### config.mk
export PLATFORM = sky130hd
export DESIGN_NAME = fir2p_output_serializer
export DESIGN_NICKNAME = d
export VERILOG_FILES = /design/src/rtl/fir2p_output_serializer.sv
export SDC_FILE = /design/constraint.sdc
export NUM_CORES = 1
export LEC_CHECK = 0
export CELL_PAD_IN_SITES_DETAIL_PLACEMENT = 0
export CELL_PAD_IN_SITES_GLOBAL_PLACEMENT = 1
export CORE_MARGIN = 1
export CORE_UTILIZATION = 47
export DETAILED_ROUTE_END_ITERATION = 16
export PLACE_DENSITY = 0.77
export SETUP_SLACK_MARGIN = 0.5
export SYNTH_ARGS = -nofsm -noshare
export SYNTH_HDL_FRONTEND = slang
export SYNTH_SLANG_ARGS = --single-unit
### constraint.sdc
create_clock -name clk -period 5.61 [get_ports clk]
set_clock_uncertainty 0.15 [all_clocks]
set_input_delay 1.122 -clock clk [delete_from_list [all_inputs] [get_ports clk]]
set_output_delay 1.122 -clock clk [all_outputs]
set_load 0.01 [all_outputs]
### src/rtl/fir2p_output_serializer.sv
// rtl/fir2p_output_serializer.sv - requantize FIR even/odd pairs, buffer them, emit as one serial stream
// Optional build macro: FIR2P_SAT_STATUS_EN adds sat_count / sat_sticky clamp statistics.
module fir2p_output_serializer #(
  parameter int IN_W  = 64,
  parameter int OUT_W = 16,
  parameter int SHIFT = 15,
  parameter int DEPTH = 8
) (
  input  logic             clk,
  input  logic             rst_n,
  input  logic             in_valid,
  output logic             in_ready,
  input  logic [IN_W-1:0]  in_even,
  input  logic [IN_W-1:0]  in_odd,
  output logic             out_valid,
  input  logic             out_ready,
  output logic [OUT_W-1:0] out_data,
  output logic             out_phase
`ifdef FIR2P_SAT_STATUS_EN
  ,
  output logic [15:0]      sat_count,
  output logic             sat_sticky
`endif
);

  localparam int AW = $clog2(DEPTH);
  localparam int CW = AW + 1;

  // Rounding constant and clamp limits, all in the widened IN_W+1 domain so the
  // rounding add cannot wrap at the positive maximum.
  localparam logic signed [IN_W:0] RND =
    (SHIFT > 0) ? ((IN_W+1)'(1) << ((SHIFT > 0) ? SHIFT - 1 : 0)) : '0;
  localparam logic signed [IN_W:0] MAXV = {{(IN_W-OUT_W+2){1'b0}}, {(OUT_W-1){1'b1}}};
  localparam logic signed [IN_W:0] MINV = {{(IN_W-OUT_W+2){1'b1}}, {(OUT_W-1){1'b0}}};

  typedef enum logic {EVEN = 1'b0, ODD = 1'b1} phase_t;

  // Round-half-up then arithmetic shift, before clamping.
  function automatic logic signed [IN_W:0] scaled(input logic [IN_W-1:0] x);
    logic signed [IN_W:0] ext;
    ext = {x[IN_W-1], x};
    ext = ext + RND;
    return ext >>> SHIFT;
  endfunction

  function automatic logic [OUT_W-1:0] requant(input logic [IN_W-1:0] x);
    logic signed [IN_W:0] s;
    s = scaled(x);
    if (s > MAXV)
      return MAXV[OUT_W-1:0];
    else if (s < MINV)
      return MINV[OUT_W-1:0];
    else
      return s[OUT_W-1:0];
  endfunction

  logic [OUT_W-1:0] mem_even [DEPTH];
  logic [OUT_W-1:0] mem_odd  [DEPTH];
  logic [AW-1:0]    wr_ptr;
  logic [AW-1:0]    rd_ptr;
  logic [CW-1:0]    count;
  phase_t           state;

  logic [OUT_W-1:0] q_even;
  logic [OUT_W-1:0] q_odd;
  logic             push;
  logic             xfer;
  logic             pop;

  // Handshake decode; readiness looks only at the registered count, so a full
  // buffer never passes a pair through on the same cycle it pops.
  always_comb begin
    q_even    = requant(in_even);
    q_odd     = requant(in_odd);
    in_ready  = rst_n && (count < CW'(DEPTH));
    out_valid = rst_n && (count != '0);
    push      = in_valid && in_ready;
    xfer      = out_valid && out_ready;
    pop       = xfer && (state == ODD);
    out_phase = state;
    if (!out_valid)
      out_data = '0;
    else if (state == ODD)
      out_data = mem_odd[rd_ptr];
    else
      out_data = mem_even[rd_ptr];
  end

  // Pair storage; contents need no reset because count gates visibility.
  always_ff @(posedge clk) begin
    if (push) begin
      mem_even[wr_ptr] <= q_even;
      mem_odd[wr_ptr]  <= q_odd;
    end
  end

  // Pointers, occupancy and the even/odd output phase FSM.
  always_ff @(posedge clk) begin
    if (!rst_n) begin
      wr_ptr <= '0;
      rd_ptr <= '0;
      count  <= '0;
      state  <= EVEN;
    end else begin
      if (push)
        wr_ptr <= wr_ptr + AW'(1);
      if (pop)
        rd_ptr <= rd_ptr + AW'(1);
      case ({push, pop})
        2'b10:   count <= count + CW'(1);
        2'b01:   count <= count - CW'(1);
        default: count <= count;
      endcase
      if (xfer)
        state <= (state == EVEN) ? ODD : EVEN;
    end
  end

`ifdef FIR2P_SAT_STATUS_EN
  logic        clamp_even;
  logic        clamp_odd;
  logic [16:0] sat_sum;

  // Clamp detection on the accepted pair and the saturating statistics sum.
  always_comb begin
    clamp_even = (scaled(in_even) > MAXV) || (scaled(in_even) < MINV);
    clamp_odd  = (scaled(in_odd) > MAXV) || (scaled(in_odd) < MINV);
    sat_sum    = {1'b0, sat_count} + 17'(clamp_even) + 17'(clamp_odd);
  end

  // Clamp statistics; only rst_n clears them, the counter sticks at all-ones.
  always_ff @(posedge clk) begin
    if (!rst_n) begin
      sat_count  <= '0;
      sat_sticky <= 1'b0;
    end else if (push) begin
      sat_count <= sat_sum[16] ? 16'hFFFF : sat_sum[15:0];
      if (clamp_even || clamp_odd)
        sat_sticky <= 1'b1;
    end
  end
`endif

endmodule
==> metrics.md <==
| Metric | Value |
|---|---|
| Max-slew violation count | `0` |
| DR vias/cell | `5.799` |
| Post-synthesis mux area share | `14.33%` |
| First-pass GRT wire length | `46800 um` |
| Setup violators final | `0` |
| Crit. End Element | `register` |
| Overall Global Routing Usage | `21.45%` |
| Nature of the critical path startpoint | `input pin` |
| PnR worst setup slack | `0.7450 ns` |
| Hold Vio Cnt, Final | `0` |
| Worst-path clk slew | `0.06 ns` |
| Ports | `151` |
| Sequential area share after synthesis | `59.91%` |
| CORE AREA | `0.02778 mm^2` |
| Total vias in the final route | `8484` |
| H-tree depth | `1` |
| Place WS | `0.1959 ns` |
| Tightest Pin Transition | `1.107 ns` |
| Top post-synthesis cells by count | `256 x edfxtp_1, 80 x mux4_2, 61 x nand2_1` |
| CTS Sinks | `270` |
| HP Class | `register to register` |
| Simple-gate share of the synthesized area | `13.57%` |
| Die Y | `170.2 um` |
| Slowest CP cell | `o21ai_0` |
| Post-route DRC | `0` |
| Num CTS Buffers | `25` |
| Antenna Cells | `0` |
| Status | `completed` |
| Post-CTS setup buffers | `0` |
| Num rows | `61` |
| Initial antenna violation count | `0` |
| Largest cells by area after synthesis | `edfxtp_1 58%, mux4_2 14%, xnor2_1 2.9%, dfxtp_1 2.1%, nand3_1 1.8%` |
| Critical Path AT | `4.86 ns` |
| Area fraction of the dominant cell type after synthesis | `57.80%` |
| Post-synth EDFFs | `256` |
| Async SR Flop Fraction | `0%` |
| Hold Buf Count CTS | `0` |
| Clk_lat worst skew | `0.50 ns` |
| Buffers on Ports | `122` |
| Yosys top cell by area | `edfxtp_1` |
| Synthesis-to-finish area growth | `20.08%` |
| DIE AREA | `0.02897 mm^2` |
| Critical path fanouts, max | `9` |
| Post-synthesis compound-gate area fraction | `4.920%` |
| CTS tree | `done` |
| Flop and latch count out of synthesis | `270` |
| Leak | `4.905 nW` |
| Final wirelength | `30240 um` |
| Share of layout cells above drive strength 1 | `17.14%` |
| Tmin final | `4.865 ns` |
| # resized after CTS | `0` |
| Synth Area in XOR/XNOR | `4.741%` |
| Total Nets Final | `1207` |
| Initial core utilization | `47.87%` |
| Count leader, synth | `edfxtp_1` |
| Register area | `0.007974 mm^2` |
| Post-Synthesis Cell Area | `0.01330 mm^2` |
| DRT iter0 DRCs | `636` |
| Routability cong. | `0.8621` |
| Number of global-route vias before repair | `8255` |
| Largest net degree at the start of global routing | `65` |
| Area of the multi-input gates | `0.005157 mm^2` |
| Gr ovfl total | `0` |
| Crit path largest cell delay | `0.91 ns` |
| WS Path Type | `input pin to register` |
| Distinct cells, synth | `72` |
| Max_slew headroom | `25.44%` |
| Fmax | `0.2056 GHz` |
| Fillers | `2238` |
| Syn Area/Cell | `14.47 um^2` |
| Tcrit/Tclk final | `86.72%` |
| TNS Setup | `0 ns` |
| Gate Count Post-Synth | `919` |
| Die Wd | `170.2 um` |
| VDD IR max | `0.1613 mV` |
| Max_cap viols | `0` |
| Syn_nets | `1059` |
| Dominant combinational cell family by area after synthesis | `multiplexers` |
| Unrepaired setup endpoints after global routing | `no` |
| Clock buffer depth | `3` |
| Clk root buf | `clkbuf_16` |
| DR WL/cell | `20.67 um` |
| Antenna Nets Post-Route | `0` |
| Post-synthesis adder-cell area fraction | `0.8090%` |
| Synth warn | `0` |
| Pwr Density | `262.9 mW/mm^2` |
| Crit path cell chain | `clkdlybuf4s50_1 > and4_1 > nand4_4 > nor3_2 > and3_1 > xor2_1 > nand2_1 > nor4b_1 > a21oi_1 > o21ai_0` |
| Worst endpoint required time | `5.61 ns` |
| First-pass DRT Iterations | `5` |
| DP HPWL | `20230 um` |
| Top FF cell, synth | `edfxtp_1` |
-- critical path, delay by kind of cell --
family / cells / cell delay (ns)
simple gates: 6 / 1.81
compound gates: 2 / 1.12
buf+inv: 1 / 0.59
xor+xnor: 1 / 0.22
-- cell type report --
class	instances	share of cell area (%)
timing repair buffer	162	9.604
inverter	15	0.3525
clock inverter	17	0.8774
multi-input combinational	593	32.29
sequential	270	49.93
tap	378	2.961
clock buffer	28	3.987
-- layer usage --
layer  routed length [um]  global-route usage, %  vias to the layer above  share of wire [%]
li1                     -                      -                     3954                  -
met1                12880                  29.76                     4190                 43
met2                14770                  35.85                      305                 49
met3                 2135                  3.256                       35                7.1
met4                  460                  4.700                        0                1.5
met5                    0                      0                        -                  0
-- cells in the final DEF (no fill, tap or decap), drive strengths merged, types with 31 or more instances in the layout --
master	count
buf	40
xnor2	44
and2	31
clkdlybuf4s50	122
nand2	62
o21ai	45
nor2	41
mux4	80
nand4	32
edfxtp	256
nand3	50
-- path summary, 6_finish.rpt --
kind | slack (ns) | startpoint | cells after the start | end
worst max-delay path | 0.75 | in_odd[18] | 10 | mem_odd[2][1]$_DFFE_PP_
worst min-delay path | 0.37 | count[3]$_SDFFE_PN0P_ | 2 | count[3]$_SDFFE_PN0P_
worst max register to register | 2.51 | count[3]$_SDFFE_PN0P_ | 10 | count[3]$_SDFFE_PN0P_
worst min register to register | 0.37 | count[3]$_SDFFE_PN0P_ | 2 | count[3]$_SDFFE_PN0P_
-- through the flow --
step                      cell area, um^2  hold WS (ns)  power, mW  utilization, %  instances
after CTS                           15970        0.3800      4.227           57.49       1463
final                               15970        0.3704      4.199           57.49       1463
after global placement              15190        0.3382      2.636           54.69       1418
after floorplan                     13300        0.3191      2.449               -        919
after global routing                15970        0.4020      4.339           57.49       1463
after detailed placement            15190        0.3426      2.641           54.69       1418
-- sequential cells by signal, summed over array words and instances, names as in the netlist, named ones only --
| signal | cells |
|---|---|
| mem_even | 128 |
| mem_odd | 128 |
| rd_ptr | 3 |
| wr_ptr | 3 |
| count | 4 |
| out_phase | 1 |
-- kinds of logic after synthesis --
| kind of cell | Yosys count |
|---|---|
| buf+inv | 56 |
| mux | 90 |
| flops | 270 |
| fa+ha+maj | 8 |
| compound gates | 98 |
| simple gates | 325 |
| xor+xnor | 72 |
-- where the power goes --
part / internal (mW) / switching (mW)
sequential: 2.24 / 0.0124
clock: 0.910 / 0.692
combinational: 0.163 / 0.183
total: 3.31 / 0.887
(Power assumes the default switching activity.)
